### config.mk
export PLATFORM = sky130hd
export DESIGN_NAME = uart_block_tx
export DESIGN_NICKNAME = d
export VERILOG_FILES = /design/src/rtl/uart_block_tx_pkg.sv /design/src/rtl/uart_block_tx.sv
export SDC_FILE = /design/constraint.sdc
export NUM_CORES = 1
export LEC_CHECK = 0
export BUFFER_PORTS_ARGS = -buffer_cell sky130_fd_sc_hd__buf_4
export CORE_ASPECT_RATIO = 0.7
export CORE_MARGIN = 2
export CORE_UTILIZATION = 35
export CTS_CLUSTER_DIAMETER = 50
export DETAILED_ROUTE_END_ITERATION = 7
export GPL_TIMING_DRIVEN = 0
export PLACE_DENSITY = 0.66
export REMOVE_ABC_BUFFERS = 1
export SYNTH_ARGS = -nofsm -noshare
export SYNTH_HDL_FRONTEND = slang
export SYNTH_SLANG_ARGS = --single-unit
### constraint.sdc
create_clock -name i_Clock -period 3.4 [get_ports i_Clock]
set_clock_uncertainty 0.1 [all_clocks]
set_input_delay 0.85 -clock i_Clock [delete_from_list [all_inputs] [get_ports i_Clock]]
set_output_delay 0.85 -clock i_Clock [all_outputs]
set_load 0.01 [all_outputs]
### src/rtl/uart_block_tx_pkg.sv
// Shared constants for the AES-to-UART block serialiser and its FSM state encoding.
package uart_block_tx_pkg;

  localparam int         AES_BLOCK_BYTES   = 16;
  localparam int         UART_CLKS_PER_BIT = 868;  // 100 MHz / 115200 baud
  localparam logic [7:0] SYNC_HEADER       = 8'hA5;

  localparam logic [2:0] ST_IDLE      = 3'd0;
  localparam logic [2:0] ST_SEND      = 3'd1;
  localparam logic [2:0] ST_WAIT_DONE = 3'd2;
  localparam logic [2:0] ST_GAP       = 3'd3;
  localparam logic [2:0] ST_FINISH    = 3'd4;

  typedef enum logic [2:0] {
    IDLE      = ST_IDLE,
    SEND      = ST_SEND,
    WAIT_DONE = ST_WAIT_DONE,
    GAP       = ST_GAP,
    FINISH    = ST_FINISH
  } state_t;

endpackage

### src/rtl/uart_block_tx.sv
// Serialises one wide block MSB-byte-first into uart_tx, optionally prefixed by a sync header.
// First o_Tx_DV two cycles after i_Block_DV; each byte waits for i_Tx_Active low and i_Tx_Done.
module uart_block_tx
  import uart_block_tx_pkg::*;
#(
  parameter int         BLOCK_BYTES = AES_BLOCK_BYTES,
  parameter int         HEADER_EN   = 1,
  parameter logic [7:0] HEADER_BYTE = SYNC_HEADER
) (
  input  logic                     i_Clock,
  input  logic                     i_Reset,
  input  logic                     i_Block_DV,
  input  logic [8*BLOCK_BYTES-1:0] i_Block,
  output logic                     o_Block_Ready,
  output logic                     o_Tx_DV,
  output logic [7:0]               o_Tx_Byte,
  input  logic                     i_Tx_Active,
  input  logic                     i_Tx_Done,
  output logic                     o_Busy,
  output logic                     o_Done
);

  localparam int            BW       = 8 * BLOCK_BYTES;
  localparam int            CW       = $clog2(BLOCK_BYTES + 1);
  localparam logic [CW-1:0] CNT_LOAD = CW'(BLOCK_BYTES - 1 + HEADER_EN);

  state_t        state, state_n;
  logic [CW-1:0] cnt, cnt_n;
  logic [BW-1:0] shreg, shreg_n;
  logic          hdr_pend, hdr_pend_n;
  logic          tx_dv_n, busy_n, done_n, ready_n;
  logic [7:0]    tx_byte_n;

  always_ff @(posedge i_Clock) begin
    if (i_Reset) begin
      state         <= IDLE;
      cnt           <= '0;
      shreg         <= '0;
      hdr_pend      <= 1'b0;
      o_Tx_DV       <= 1'b0;
      o_Tx_Byte     <= 8'h00;
      o_Busy        <= 1'b0;
      o_Done        <= 1'b0;
      o_Block_Ready <= 1'b1;
    end else begin
      state         <= state_n;
      cnt           <= cnt_n;
      shreg         <= shreg_n;
      hdr_pend      <= hdr_pend_n;
      o_Tx_DV       <= tx_dv_n;
      o_Tx_Byte     <= tx_byte_n;
      o_Busy        <= busy_n;
      o_Done        <= done_n;
      o_Block_Ready <= ready_n;
    end
  end

  always_comb begin
    state_n    = state;
    cnt_n      = cnt;
    shreg_n    = shreg;
    hdr_pend_n = hdr_pend;
    tx_dv_n    = 1'b0;
    tx_byte_n  = o_Tx_Byte;
    busy_n     = o_Busy;
    done_n     = 1'b0;
    ready_n    = o_Block_Ready;

    unique case (state)
      IDLE: begin
        if (i_Block_DV) begin
          shreg_n    = i_Block;
          cnt_n      = CNT_LOAD;
          hdr_pend_n = (HEADER_EN != 0);
          busy_n     = 1'b1;
          ready_n    = 1'b0;
          state_n    = SEND;
        end
      end
      SEND: begin
        if (!i_Tx_Active) begin
          tx_dv_n   = 1'b1;
          tx_byte_n = hdr_pend ? HEADER_BYTE : shreg[BW-1 -: 8];
          state_n   = WAIT_DONE;
        end
      end
      WAIT_DONE: begin
        if (i_Tx_Done) begin
          // The header consumes a count slot but leaves the payload in place.
          if (hdr_pend) hdr_pend_n = 1'b0;
          else          shreg_n    = shreg << 8;
          if (cnt == '0) begin
            state_n = FINISH;
          end else begin
            cnt_n   = cnt - CW'(1);
            state_n = GAP;
          end
        end
      end
      GAP: state_n = SEND;
      FINISH: begin
        done_n  = 1'b1;
        busy_n  = 1'b0;
        ready_n = 1'b1;
        state_n = IDLE;
      end
      default: state_n = IDLE;
    endcase
  end

endmodule

# == After elaboration in Yosys (flattened, before gate mapping) ==
# Index checks and enable logic that the tools add are counted.
# op_classes
add_sub_neg,1
eq_ne,9
mux,22
bitwise,2
n_reduce_logical,11
# op_table
operator,n
128-bit 2-to-1 mux,3
128-bit one-hot mux with 2 select lines,1
5-bit 2-to-1 mux,3
3-bit 2-to-1 mux,4
3-bit one-hot mux with 4 select lines,1
2-bit inequality test (second input constant),5
5-bit one-hot mux with 2 select lines,1
8-bit 2-to-1 mux,1
4-bit AND reduction,2
3-bit by 2-bit equality test with 1-bit output (second input constant),2
1-bit one-hot mux with 2 select lines,3
3-bit AND reduction,2
5-bit zero test,1
1-bit 2-to-1 mux,5
5-bit by 1-bit subtractor with 5-bit output (second input constant),1
2-bit AND reduction,2
2-bit nonzero test,2
3-bit by 1-bit equality test with 1-bit output (second input constant),1
3-bit equality test (second input constant),1
3-bit zero test,1
1-bit NOT,2
2-bit OR reduction,1
# totals
register_bits,149
inputBits,133
output_inout_bits,12

# == Longest topological paths before layout ==
# logic_depth
depth_word,4
depth_mapped,7
mapped_depth_nobuf,6

# == Worst setup path before layout ==
# OpenSTA, ideal clock, no wires.
# synth_timing
path_kind,in2reg
start,in i_Tx_Done
end,reg shreg[34]
setup_ps,141
arrival_time_ps,1846
required_time_ps,3159
slack_ps,1313
stages,5
path_buffers,2
cell_sequence,nand3b_1 a211oi_2 buf_2 buf_2 a311oi_2
# synth_via
elab_chain_len,2
# synth_rtl
item,line_no,text
start: declaration,uart_block_tx.sv:18,"input logic i_Tx_Done,"
2-bit inequality test (no source line),-,
4-bit AND reduction (no source line),-,
end signal: assignment,uart_block_tx.sv:48,shreg <= shreg_n;
end: declaration,uart_block_tx.sv:29,"logic [BW-1:0] shreg, shreg_n;"
# No other way between the ends.
# A chain may end at the register's enable or synchronous reset.

# == Worst setup path after layout ==
# layout_timing
start,reg state[1]
end,reg shreg[18]
# layout_via
elab_chain_len,3
word_cells_on_any_way,8
cone_classes,4 x eq/ne; 1 x mux; 3 x reduce/logical
# layout_rtl
item,line_no,text
start: declaration,uart_block_tx.sv:27,"state_t state, state_n;"
start signal: assignment,uart_block_tx.sv:46,state <= state_n;
3-bit by 2-bit equality test with 1-bit output / 3-bit zero test (equally long branches),uart_block_tx.sv:69,unique case (state)
2-bit inequality test (no source line) / 2-bit nonzero test (equally long branches),-,
4-bit AND reduction (no source line),-,
# Parallel ways exist; a longest one is shown, timed or not.

==> flow_summary_export.csv <==
group,metric,value,unit
run_status,status,"completed",
yosys,ys_seq_area_share,44.61,%
run,max_cap_viol_count,0,
sta,finalSetupViolations,0,
yosys,syn_area_per_cell,8.453,sq um
worst_setup_path,crit_fanout,22,
worst_setup_path,cp.arrival,2.92,ns
yosys,synth.yosys.warnings,0,
sta,final_hold_viol_count,0,
yosys,ys_async_sr_fraction,0,%
clocking,htree_levels,4,
global_route,grt_max_degree,85,
drt,drt-total-wl,15870,um
yosys,synth-main-ff-cell,"dfxtp_1",
finish,final_util,45.98,%
drt,vias,5807,
sta,worst_slack,0.6992,ns
finish,seq_area,2983,sq um
clocking,numCtsBuffers,17,
placed_design,hpwlAfterDp,10690,um
drt,wire_per_inst,13.73,um
sta,slew_headroom,31.08,%
pwr,internal_power,0.004359,W
global_route,antenna_found_initial,0,
worst_setup_path,endpoint_kind,"flop",
global_route,overflow,0,
clocking,clock_sinks,149,
global_route,grt_pass1_vias,5595,
sta,fin_crit_sh,79.44,%
sta,rsz0062_at_grt,"false",
yosys,synth_enable_flop_cells,0,
finish,nFillCells,1869,
global_route,grtUsageTotal,16.17,%
finish,drive_gt1_share,27.68,%
yosys,synth_area,6686,sq um
sta,fmax,0.3703,GHz
finish,finalNetCount,1036,
floorplan,die_area,20240,sq um
pwr,p_per_area,764.8,nW/um^2
finish,final_cell_mix,"nand2_1 (245), dfxtp_1 (149), buf_4 (144), nor2_1 (134), a311oi_1 (69)",
drt,dr.pass1.iters,4,
floorplan,rows,42,
placed_design,post-place-ws,0.3472,ns
clocking,clock_latency,0.41,ns
pwr,power,0.006616,W
clocking,clock-root-buffer,"clkbuf_16",
finish,area_delta_synth_final,29.38,%
clocking,post_cts_buffers,0,
floorplan,io_pins,145,
placed_design,portBuffers,144,
sta,worst_pin_slew,1.026,ns
global_route,grt_pass1_wl,26910,um
pwr,clock_power_share,26.4,%
clocking,cts_resized,0,
drt,vias_per_cell,5.023,
worst_setup_path,worst-endpoint-required,3.62,ns
placed_design,place_congestion,0.7463,
clocking,clkTransAtPathRegs,0.06,ns
floorplan,core,18810,sq um
yosys,synthCells,791,
sta,hold_ws,0.3533,ns
pwr,p_leak,3.459,nW
floorplan,die_w,169.2,um
worst_setup_path,worstSetupStartpointType,"flop",
finish,antennaDiodeCount,0,
pwr,swShare,34.12,%
pwr,p_sw,0.002258,W
pwr,p_comb_share,34.8,%
worst_setup_path,critical_path_class,"reg2reg",
drt,drt_drc_violations_left,0,
pwr,seq_power_share,38.8,%
yosys,yosysUniqueCellTypes,38,
clocking,tritoncts,"built",
floorplan,initial_core_util,35.54,%
sta,fin_setup_tns,0,ns
floorplan,die_h,119.6,um
yosys,ys_ff_latch,149,
worst_hold_path,hold_path.class,"reg2reg",
drt,dr.first_iter.drc_count,405,
clocking,ctsHoldBuffers,0,
drt,ant_nets,0,
pwr,ir_worst_vdd,233.7,uV
clocking,clock_path_buffers,2,
sta,min_period,2.701,ns
finish,mostFrequentLayoutCell,"nand2_1",
finish,multiInputGateArea,3307,sq um
sta,slew_violations,0,
final cells by class:
cell class | count | share of cell area [%]
clock buffer | 22 | 5.366
clock inverter | 9 | 0.9257
inverter | 5 | 0.2170
multi-input combinational | 563 | 38.23
sequential | 149 | 34.48
tap | 242 | 3.500
timing repair buffer | 166 | 17.28
state kept, by name (all words and copies together), names as in the netlist:
signal,flops
o_Tx_Byte,8
o_Block_Ready,1
o_Busy,1
o_Done,1
o_Tx_DV,1
state,3
cnt,5
hdr_pend,1
shreg,128
worst paths after layout:
check	from	endpoint	slack, ns	cells after the start
setup / recovery	state[1]	shreg[18]	0.70	8
hold reg to reg	o_Tx_Byte[6]	o_Tx_Byte[6]	0.35	2
setup reg to reg	state[1]	shreg[18]	0.70	8
hold / removal	o_Tx_Byte[6]	o_Tx_Byte[6]	0.35	2
metrics by stage:
stage / area (sq um) / std cells
final: 8651 / 1156
after global routing: 8651 / 1156
after CTS: 8643 / 1155
after detailed placement: 8099 / 1124
after global placement: 7676 / 1103
after floorplan: 6292 / 717
routing by layer:
| metal | wire length [um] | GRT usage, % | vias to the layer above |
|---|---|---|---|
| met3 | 1311 | 5.970 | 15 |
| met4 | 166 | 4.647 | 0 |
| met5 | 0 | 0 | - |
| met1 | 7950 | 22.20 | 2643 |
| li1 | - | - | 2999 |
| met2 | 6439 | 23.72 | 150 |
power by group through the flow:
| stage | Combinational [W] | Sequential, W | Clock (W) |
|---|---|---|---|
| after global placement | 0.00170 | 0.00228 | 0 |
| after CTS | 0.00232 | 0.00257 | 0.00180 |
| after detailed placement | 0.00231 | 0.00260 | 0 |
| after global routing | 0.00259 | 0.00264 | 0.00187 |
| after floorplan | 0.00145 | 0.00237 | 0 |
| final | 0.00230 | 0.00257 | 0.00175 |
critical path: stages, from the launching register on:
cell	delay, ns
dfxtp_1	0.56
nand3b_1	0.19
a211oi_4	0.67
buf_16	0.23
buf_16	0.17
buf_8	0.20
buf_16	0.18
nor2_1	0.05
a311oi_1	0.24
cell usage after synthesis (2+ instances only):
cell type,instances,area [sq um]
a21oi_1,6,30.03
a221o_1,2,20.02
a22o_1,8,70.07
a311oi_1,69,604.3
a311oi_2,51,765.7
a31o_2,2,17.52
buf_1,2,7.510
buf_2,15,75.07
buf_4,8,60.06
buf_6,9,101.4
clkbuf_1,40,150.1
dfxtp_1,149,2983
inv_1,5,18.77
mux2i_1,3,30.03
nand2_1,245,919.6
nand2b_1,4,25.02
nand3b_1,6,45.04
nor2_1,134,503.0
nor2b_1,2,12.51
nor3_1,10,50.05
nor4_1,2,12.51
o22a_1,2,17.52
or3_1,2,12.51
logic make-up after synthesis:
logic type | count (synthesis) | share of synthesized area [%]
muxes | 3 | 0.4491
AOI/OAI and AO/OA | 148 | 24.14
and+or+nand+nor | 411 | 24.44
adders and majority gates | 1 | 0.1871
buffers and inverters | 79 | 6.175
DFF | 149 | 44.61
Power figures use the tool's default switching activity.
